**config.mk**
```make
export PLATFORM = sky130hd
export DESIGN_NAME = bin2bcd_seq_flat
export DESIGN_NICKNAME = d
export VERILOG_FILES = /design/src/rtl/bin2bcd_pkg.sv /design/src/rtl/bin2bcd_seq_if.sv /design/src/rtl/bin2bcd_dabble_digit.sv /design/src/rtl/bin2bcd_seq.sv /design/src/flat_wrapper.sv
export SDC_FILE = /design/constraint.sdc
export NUM_CORES = 1
export LEC_CHECK = 0
export ABC_AREA = 0
export CORE_MARGIN = 1.5
export CORE_UTILIZATION = 25
export CTS_BUF_LIST = sky130_fd_sc_hd__clkbuf_8 sky130_fd_sc_hd__clkbuf_16
export DETAILED_ROUTE_END_ITERATION = 8
export PLACE_DENSITY_LB_ADDON = 0.12
export SYNTH_ARGS = -nofsm -noshare
export SYNTH_HDL_FRONTEND = slang
export SYNTH_SLANG_ARGS = --single-unit
```
**constraint.sdc**
```tcl
create_clock -name clk -period 3.8 [get_ports clk]
set_clock_uncertainty 0.2 [all_clocks]
set_input_delay 0.76 -clock clk [delete_from_list [all_inputs] [get_ports clk]]
set_output_delay 0.76 -clock clk [all_outputs]
set_load 0.01 [all_outputs]
```
**src/rtl/bin2bcd_pkg.sv**
```systemverilog
// Shared types and constants for the sequential binary-to-BCD converter.
// The optional leading-zero blanking output is enabled by BIN2BCD_LEADZERO_EN.
package bin2bcd_pkg;

   typedef enum logic [1:0] {
      IDLE  = 2'd0,
      SHIFT = 2'd1,
      DONE  = 2'd2
   } state_e;

   localparam int DIGIT_W = 4;

   // Smallest number of decimal digits that can hold 2**width-1.
   function automatic int min_digits(input int width);
      longint lim;
      int     d;
      lim = 1;
      d   = 0;
      for (int i = 0; i < 20; i++) begin
         if (lim < (longint'(1) << width)) begin
            lim = lim * 10;
            d   = d + 1;
         end
      end
      return d;
   endfunction

endpackage

```
**src/rtl/bin2bcd_seq_if.sv**
```systemverilog
// Handshake bundle between a binary producer, the converter and a BCD consumer.
// The blank vector exists only when BIN2BCD_LEADZERO_EN is defined.
interface bin2bcd_seq_if #(
   parameter int WIDTH  = 8,
   parameter int DIGITS = 3
);
   import bin2bcd_pkg::*;

   // Both sides use valid/ready: a transfer happens on a rising edge where
   // valid and ready are both high; valid and its data hold until then.
   logic                       in_valid;
   logic                       in_ready;
   logic [WIDTH-1:0]           bin;
   logic                       out_valid;
   logic                       out_ready;
   logic [DIGIT_W*DIGITS-1:0]  bcd;
   logic                       busy;
   state_e                     state;
`ifdef BIN2BCD_LEADZERO_EN
   logic [DIGITS-1:0]          blank;
`endif

   modport master (
      output in_valid, bin, out_ready,
      input  in_ready, out_valid, bcd, busy, state
`ifdef BIN2BCD_LEADZERO_EN
      , input blank
`endif
   );

   modport slave (
      input  in_valid, bin, out_ready,
      output in_ready, out_valid, bcd, busy, state
`ifdef BIN2BCD_LEADZERO_EN
      , output blank
`endif
   );

endinterface

```
**src/rtl/bin2bcd_dabble_digit.sv**
```systemverilog
// Double-dabble correction for one BCD digit: add 3 when the digit is 5 or more,
// so the following left shift carries correctly into the next digit.
module bin2bcd_dabble_digit
   import bin2bcd_pkg::*;
(
   input  logic [DIGIT_W-1:0] digit_i,
   output logic [DIGIT_W-1:0] digit_o
);

   assign digit_o = (digit_i >= DIGIT_W'(5)) ? digit_i + DIGIT_W'(3) : digit_i;

endmodule

```
**src/rtl/bin2bcd_seq.sv**
```systemverilog
// Sequential double-dabble binary-to-BCD converter, one input bit per cycle.
// Define BIN2BCD_LEADZERO_EN to add the registered leading-zero blank vector.
module bin2bcd_seq
   import bin2bcd_pkg::*;
#(
   parameter int WIDTH  = 8,
   parameter int DIGITS = 3
) (
   input  logic          clk,
   input  logic          rst,
   bin2bcd_seq_if.slave  bus
);

   localparam int BCD_W = DIGIT_W * DIGITS;
   localparam int CNT_W = $clog2(WIDTH + 1);

   if (WIDTH < 4 || WIDTH > 16) begin : g_bad_width
      $error("bin2bcd_seq: WIDTH must be in 4..16");
   end
   if (DIGITS < min_digits(WIDTH)) begin : g_bad_digits
      $error("bin2bcd_seq: DIGITS too small to hold 2**WIDTH-1");
   end

   state_e             state_q;
   logic [CNT_W-1:0]   cnt_q;
   logic [WIDTH-1:0]   bin_q;
   logic [BCD_W-1:0]   scratch_q;
   logic [BCD_W-1:0]   bcd_q;
   logic               out_valid_q;
   logic               busy_q;
   logic [BCD_W-1:0]   corrected;
   logic [BCD_W-1:0]   shifted_d;

   for (genvar g = 0; g < DIGITS; g++) begin : g_dabble
      bin2bcd_dabble_digit u_digit (
         .digit_i (scratch_q[g*DIGIT_W +: DIGIT_W]),
         .digit_o (corrected[g*DIGIT_W +: DIGIT_W])
      );
   end

   // The corrected top digit never exceeds 4 when DIGITS is legal, so its MSB is dropped.
   assign shifted_d = BCD_W'({corrected, bin_q[WIDTH-1]});

`ifdef BIN2BCD_LEADZERO_EN
   logic [DIGITS-1:0] blank_q;
   logic [DIGITS-1:0] blank_d;
   logic              all_zero;

   always_comb begin
      blank_d  = '0;
      all_zero = 1'b1;
      for (int i = DIGITS - 1; i >= 1; i--) begin
         all_zero   = all_zero && (shifted_d[i*DIGIT_W +: DIGIT_W] == '0);
         blank_d[i] = all_zero;
      end
   end

   assign bus.blank = blank_q;
`endif

   always_ff @(posedge clk) begin
      if (rst) begin
         state_q     <= IDLE;
         cnt_q       <= '0;
         bin_q       <= '0;
         scratch_q   <= '0;
         bcd_q       <= '0;
         out_valid_q <= 1'b0;
         busy_q      <= 1'b0;
`ifdef BIN2BCD_LEADZERO_EN
         blank_q     <= '0;
`endif
      end else begin
         case (state_q)
            IDLE: begin
               if (bus.in_valid) begin
                  bin_q     <= bus.bin;
                  scratch_q <= '0;
                  cnt_q     <= CNT_W'(WIDTH);
                  busy_q    <= 1'b1;
                  state_q   <= SHIFT;
               end
            end
            SHIFT: begin
               scratch_q <= shifted_d;
               bin_q     <= bin_q << 1;
               cnt_q     <= cnt_q - 1'b1;
               if (cnt_q == CNT_W'(1)) begin
                  bcd_q       <= shifted_d;
                  out_valid_q <= 1'b1;
                  busy_q      <= 1'b0;
                  state_q     <= DONE;
`ifdef BIN2BCD_LEADZERO_EN
                  blank_q     <= blank_d;
`endif
               end
            end
            DONE: begin
               if (bus.out_ready) begin
                  out_valid_q <= 1'b0;
                  state_q     <= IDLE;
               end
            end
            default: state_q <= IDLE;
         endcase
      end
   end

   assign bus.in_ready  = (state_q == IDLE) && !rst;
   assign bus.out_valid = out_valid_q;
   assign bus.bcd       = bcd_q;
   assign bus.busy      = busy_q;
   assign bus.state     = state_q;

endmodule

```
**src/flat_wrapper.sv**
```systemverilog
// flat-port wrapper written by rule: the top's interface ports become plain ports
module bin2bcd_seq_flat import bin2bcd_pkg::*;
#(
   parameter int WIDTH  = 8,
   parameter int DIGITS = 3
)
  (clk, rst, bus_in_valid, bus_bin, bus_out_ready, bus_in_ready, bus_out_valid, bus_bcd, bus_busy, bus_state);
  bin2bcd_seq_if #(.WIDTH(WIDTH), .DIGITS(DIGITS)) bus_i ();
  input  logic clk;
  input  logic rst;
  input wire logic [$bits(bus_i.in_valid)-1:0] bus_in_valid;
  input wire logic [$bits(bus_i.bin)-1:0] bus_bin;
  input wire logic [$bits(bus_i.out_ready)-1:0] bus_out_ready;
  output wire logic [$bits(bus_i.in_ready)-1:0] bus_in_ready;
  output wire logic [$bits(bus_i.out_valid)-1:0] bus_out_valid;
  output wire logic [$bits(bus_i.bcd)-1:0] bus_bcd;
  output wire logic [$bits(bus_i.busy)-1:0] bus_busy;
  output wire logic [$bits(bus_i.state)-1:0] bus_state;
  assign bus_i.in_valid = bus_in_valid;
  assign bus_i.bin = bus_bin;
  assign bus_i.out_ready = bus_out_ready;
  assign bus_in_ready = bus_i.in_ready;
  assign bus_out_valid = bus_i.out_valid;
  assign bus_bcd = bus_i.bcd;
  assign bus_busy = bus_i.busy;
  assign bus_state = bus_i.state;
  bin2bcd_seq #(.WIDTH(WIDTH), .DIGITS(DIGITS)) u_core (.clk(clk), .rst(rst), .bus(bus_i));
endmodule
```
* Word-level counts from Yosys, hierarchy flattened
Cells that the tools add are included.
** Cells by class
- Reduce and logical (&&, ||, !) cells :: 10
- Eq/ne operators :: 6
- $add $sub $neg :: 4
- Muxes and demuxes :: 19
- $lt $le $gt $ge :: 3
** Operator list (number)
- $pmux 12 s2 :: 1
- $pmux 8 s2 :: 1
- $ge 4x3->1 const B :: 3
- $mux 12 :: 1
- $mux 4 :: 3
- $reduce_and 3->1 :: 3
- $add 4x2->4 const B :: 2
- $mux 8 :: 1
- $pmux 4 s2 :: 1
- $mux 2 :: 3
- $pmux 2 s3 :: 1
- $eq 4x1->1 const B :: 1
- $mux 1 :: 4
- $ne 2x2->1 const B :: 2
- $pmux 1 s2 :: 2
- $reduce_and 2->1 :: 2
- $reduce_bool 2->1 :: 2
- $sub 4x1->4 const B :: 1
- $add 3x2->3 const B :: 1
- $mux 3 :: 1
- $eq 2x1->1 const B :: 1
- $eq 2x2->1 const B :: 1
- $logic_not 2->1 :: 1
- $ne 2x1->1 const B :: 1
- other kinds (2) :: 2
** Storage, ports and cells
- Output and inout bits :: 17
- Logic and storage cells :: 49
- Register bits after elaboration :: 40
- Input port bits :: 12

* Longest topological paths before layout
- Word-level depth :: 3
- Mapped depth :: 7
- Mapped depth without buffers :: 6

* Modules after synthesis
From an unflattened synthesis, not the netlist that was laid out.
** Unflattened totals
- Cells, all modules :: 229
- Area, all modules :: 1928.1 sq um
** By module, submodules not included
- bin2bcd_seq :: cells each 181, sequential area each 800.8 sq um, times used 1, area each 1624.1 sq um
- bin2bcd_dabble_digit :: cells each 16, sequential area each 0.0 sq um, times used 3, area each 101.3 sq um

* Least setup slack after synthesis
OpenSTA, ideal clock, no wires.
- Kind :: input port to output port
- Start :: input rst
- End :: output bus_in_ready
- Path slack :: 1460 ps
- Buffers on the path :: 2
- Arrival :: 1380 ps
- Stages :: 3
- Data required time :: 2840 ps
- Path through :: clkbuf_1 -> clkbuf_1 -> nor3_1
** Between the ends
- Longest elaborated chain between the ends :: 2
** Ends and longest elaborated chain
- start, declared :: line flat_wrapper.sv:10 : input logic rst;
- $logic_not 1->1 :: line bin2bcd_seq.sv:109 : assign bus.in_ready = (state_q == IDLE) && !rst;
- $logic_and 1x1->1 :: line bin2bcd_seq.sv:109
- end, declared :: line flat_wrapper.sv:14 : output wire logic [$bits(bus_i.in_ready)-1:0] bus_in_ready;
Every way passes these cells.

* Worst setup path in the final report
Same ends and word-level chain as after synthesis.

==> impl_metrics.yaml <==
critical_path:
  timing.critical_path.arrival_ns: 1.94
  worst_ep_required_time_ns: 2.84
  maximum_fanout_along_the_worst_path: 2
  critical_path.startpoint_type: "primary input"
  critPathKind: "primary input to primary output"
  crit_path_end_kind: "primary output"
global_routing:
  wire_length_of_the_first_global_routing_pass_um: 7040
  first_global_vias: 1437
  overflow: 0
  grt_max_degree: 43
  grt_util_all_layers: 0.118
  initial_antenna_violation_count: 0
clock_network:
  clock_tree_buf_depth: 2
  cts-root-buf: "sky130_fd_sc_hd__clkbuf_8"
  clock_insertion_delay_worst_skew_ns: 0.29
  cts-buffers-inserted: 5
  htree_num_levels: 2
  clk_pin_slew_ns: 0.07
  post_cts.repair.setup_buffers: 0
  tritoncts_clock_tree: "yes"
  cts-resized-gates: 0
  holdBufCountCts: 0
  tritoncts_num_sinks: 40
synthesis:
  synth.lib_cells_used.distinct: 31
  synth_largest_area_cell: "sky130_fd_sc_hd__dfxtp_1"
  synth.area.top_cells: "sky130_fd_sc_hd__dfxtp_1 (44%), sky130_fd_sc_hd__nor2_1 (5.5%), sky130_fd_sc_hd__ha_1 (5.4%), sky130_fd_sc_hd__a21oi_1 (4.6%), sky130_fd_sc_hd__nand2b_1 (4.4%)"
  yosys_warnings: 0
  syn-mean-instance-area_um2: 8.68
  synth.net_count: 232
  post-synth-top-area-fraction: 0.435
  synth.cell_area_um2: 1840
  seq_area_frac_synth: 0.435
  ys_ff_latch: 40
  syn_inst: 212
pwr:
  total_leakage_power_nw: 0.772
  cellPowerDensity_nw_per_um2: 367
  vdd_drop_max_mv: 0.105
timing:
  max-slew-margin-rel: 0.454
  fmax_mhz: 344
  finalSetupTns_ns: 0
  final_hold_viol_count: 0
  finalSetupViolations: 0
  final_period_minus_worst_setup_slack_ns: 2.90
  post-route-period-util: 0.764
  tightestPinTransition_ns: 0.819
  setup_repair_after_global_routing_missed_its_margin: "false"
  final-max-slew-violation-count: 0
  fin_hold_ws_ns: 0.277
hold_path:
  hold_path_class: "flip-flop to flip-flop"
drt:
  firstDrtPassIters: 4
  drc_errors: 0
  m1WireLength_um: 2130
  detailroute.wirelength.met3_um: 116
  top_signal_layer_used: "met4"
  route.met2.wl_um: 1920
  drt-vias-per-instance: 4.54
  drt_iter0_drc: 51
  detail_route.wirelength_um: 4230
  drt.antenna.violating_nets: 0
  dr_vias: 1521
  drt-wirelength-per-cell_um: 12.6
cells_and_area:
  layout-drive-gt1-share: 0.0636
  postLayoutCoreUtil: 0.318
  flow.area_growth_from_synthesis_pct: 23.9
  layout_common_cells: "sky130_fd_sc_hd__dfxtp_1 (40), sky130_fd_sc_hd__clkdlybuf4s50_1 (28), sky130_fd_sc_hd__nor2_1 (27)"
  fillCellCount: 771
  layout.cells.most_common: "sky130_fd_sc_hd__dfxtp_1"
  antenna_cells_inserted: 0
  finalNetCount: 255
floorplan:
  fp.dieW_um: 88.8
  floorplan.die.height_um: 88.8
  area_of_the_die_um2: 7880
  initial_utilization: 0.256
  boundary_pins: 29
  core-area_um2: 7180
  row_count: 31
placed_design:
  port-buffer-count: 28
  hpwl_um: 2790
  gpl.final_weighted_congestion: 0.709
status:
  run_status: "finished clean"
job:
  max_cap_viol_count: 0
[critical path, stage by stage]
cell and delay [ns]:
sky130_fd_sc_hd__clkdlybuf4s50_1 0.46, sky130_fd_sc_hd__nor3_1 0.15, sky130_fd_sc_hd__clkdlybuf4s50_1 0.57
[state kept, by name (all words and copies together), names as in the netlist]
register              flops
u_core.bus.out_valid      1
u_core.scratch_q         12
u_core.bus.state          2
u_core.bin_q              8
u_core.bus.busy           1
u_core.bus.bcd           12
u_core.cnt_q              4
[cells by family (layout without fill, tap and decap cells)]
kind of cell	after synthesis	after routing	share of synthesized area
AOI/OAI and AO/OA	52	52	0.184
xor gates and xnor gates	3	3	0.0143
adders and majority gates	8	8	0.0544
buffers and inverters	22	46	0.0544
DFF	40	40	0.435
muxes	4	4	0.0238
and+or+nand+nor	83	83	0.234
[area by class of cell]
class,count,area (µm²),area share
Clock buffer,6,82.6,0.0362
Clock inverter,2,7.51,0.00329
Inverter,8,30.0,0.0132
Multi-Input combinational cell,150,938,0.412
Sequential cell,40,801,0.351
Tap cell,99,124,0.0544
Timing Repair Buffer,30,295,0.130
[where the power goes]
| group | switching [mW] | total, mW | internal, mW |
|---|---|---|---|
| Sequential | 0.0135 | 0.449 | 0.436 |
| Clock | 0.145 | 0.288 | 0.143 |
| Combinational | 0.0525 | 0.0979 | 0.0455 |
| Total | 0.211 | 0.836 | 0.624 |
[path summary, 6_finish.rpt]
kind / start / endpoint / slack [ns] / cells after the start
max reg2reg: u_core.bus.state[0] / u_core.bus.bcd[1] / 1.59 / 4
max: rst / bus_in_ready / 0.90 / 3
min reg2reg: u_core.bin_q[2] / u_core.bin_q[3] / 0.28 / 2
min: u_core.bin_q[2] / u_core.bin_q[3] / 0.28 / 2
[cell usage after synthesis]
| master | instances |
|---|---|
| sky130_fd_sc_hd__dfxtp_1 | 40 |
| sky130_fd_sc_hd__nor2_1 | 27 |
| sky130_fd_sc_hd__a21oi_1 | 17 |
| sky130_fd_sc_hd__nand2_1 | 16 |
| sky130_fd_sc_hd__nand2b_1 | 13 |
| sky130_fd_sc_hd__o21ai_0 | 10 |
| sky130_fd_sc_hd__ha_1 | 8 |
| sky130_fd_sc_hd__inv_1 | 8 |
| sky130_fd_sc_hd__a311oi_1 | 7 |
| sky130_fd_sc_hd__clkbuf_1 | 7 |
| sky130_fd_sc_hd__nand3b_1 | 7 |
| sky130_fd_sc_hd__o22ai_1 | 6 |
| sky130_fd_sc_hd__a211oi_1 | 5 |
| sky130_fd_sc_hd__buf_2 | 5 |
| sky130_fd_sc_hd__nor3_1 | 5 |
| sky130_fd_sc_hd__nor3b_1 | 5 |
| sky130_fd_sc_hd__o32ai_1 | 5 |
| sky130_fd_sc_hd__mux2_2 | 3 |
| sky130_fd_sc_hd__nand3_1 | 3 |
| sky130_fd_sc_hd__xnor2_1 | 3 |
| sky130_fd_sc_hd__and2b_1 | 2 |
| sky130_fd_sc_hd__a22oi_1 | 1 |
| sky130_fd_sc_hd__a311oi_2 | 1 |
| sky130_fd_sc_hd__and4bb_1 | 1 |
| sky130_fd_sc_hd__buf_4 | 1 |
| sky130_fd_sc_hd__buf_6 | 1 |
| sky130_fd_sc_hd__mux2i_1 | 1 |
| sky130_fd_sc_hd__nand2b_2 | 1 |
| sky130_fd_sc_hd__nor4_1 | 1 |
| sky130_fd_sc_hd__or2_2 | 1 |
| sky130_fd_sc_hd__or3b_2 | 1 |
[routing by layer]
layer | GRT usage | vias up
li1 | - | 795
met4 | 0.0426 | 0
met1 | 0.161 | 702
met5 | 0 | -
met3 | 0.0280 | 5
met2 | 0.180 | 19
[per-stage QoR]
stage | area, µm² | setup WS (ns) | instances | power (mW)
6_report | 2280 | 0.896 | 335 | 0.836
5_1_grt | 2280 | 0.842 | 335 | 0.883
4_1_cts | 2280 | 0.879 | 335 | 0.850
3_5_place_dp | 2190 | 0.899 | 327 | 0.559
3_3_place_gp | 2190 | 0.875 | 327 | 0.559
2_1_floorplan | 1840 | 1.46 | 212 | 0.521
(Power assumes the default switching activity.)
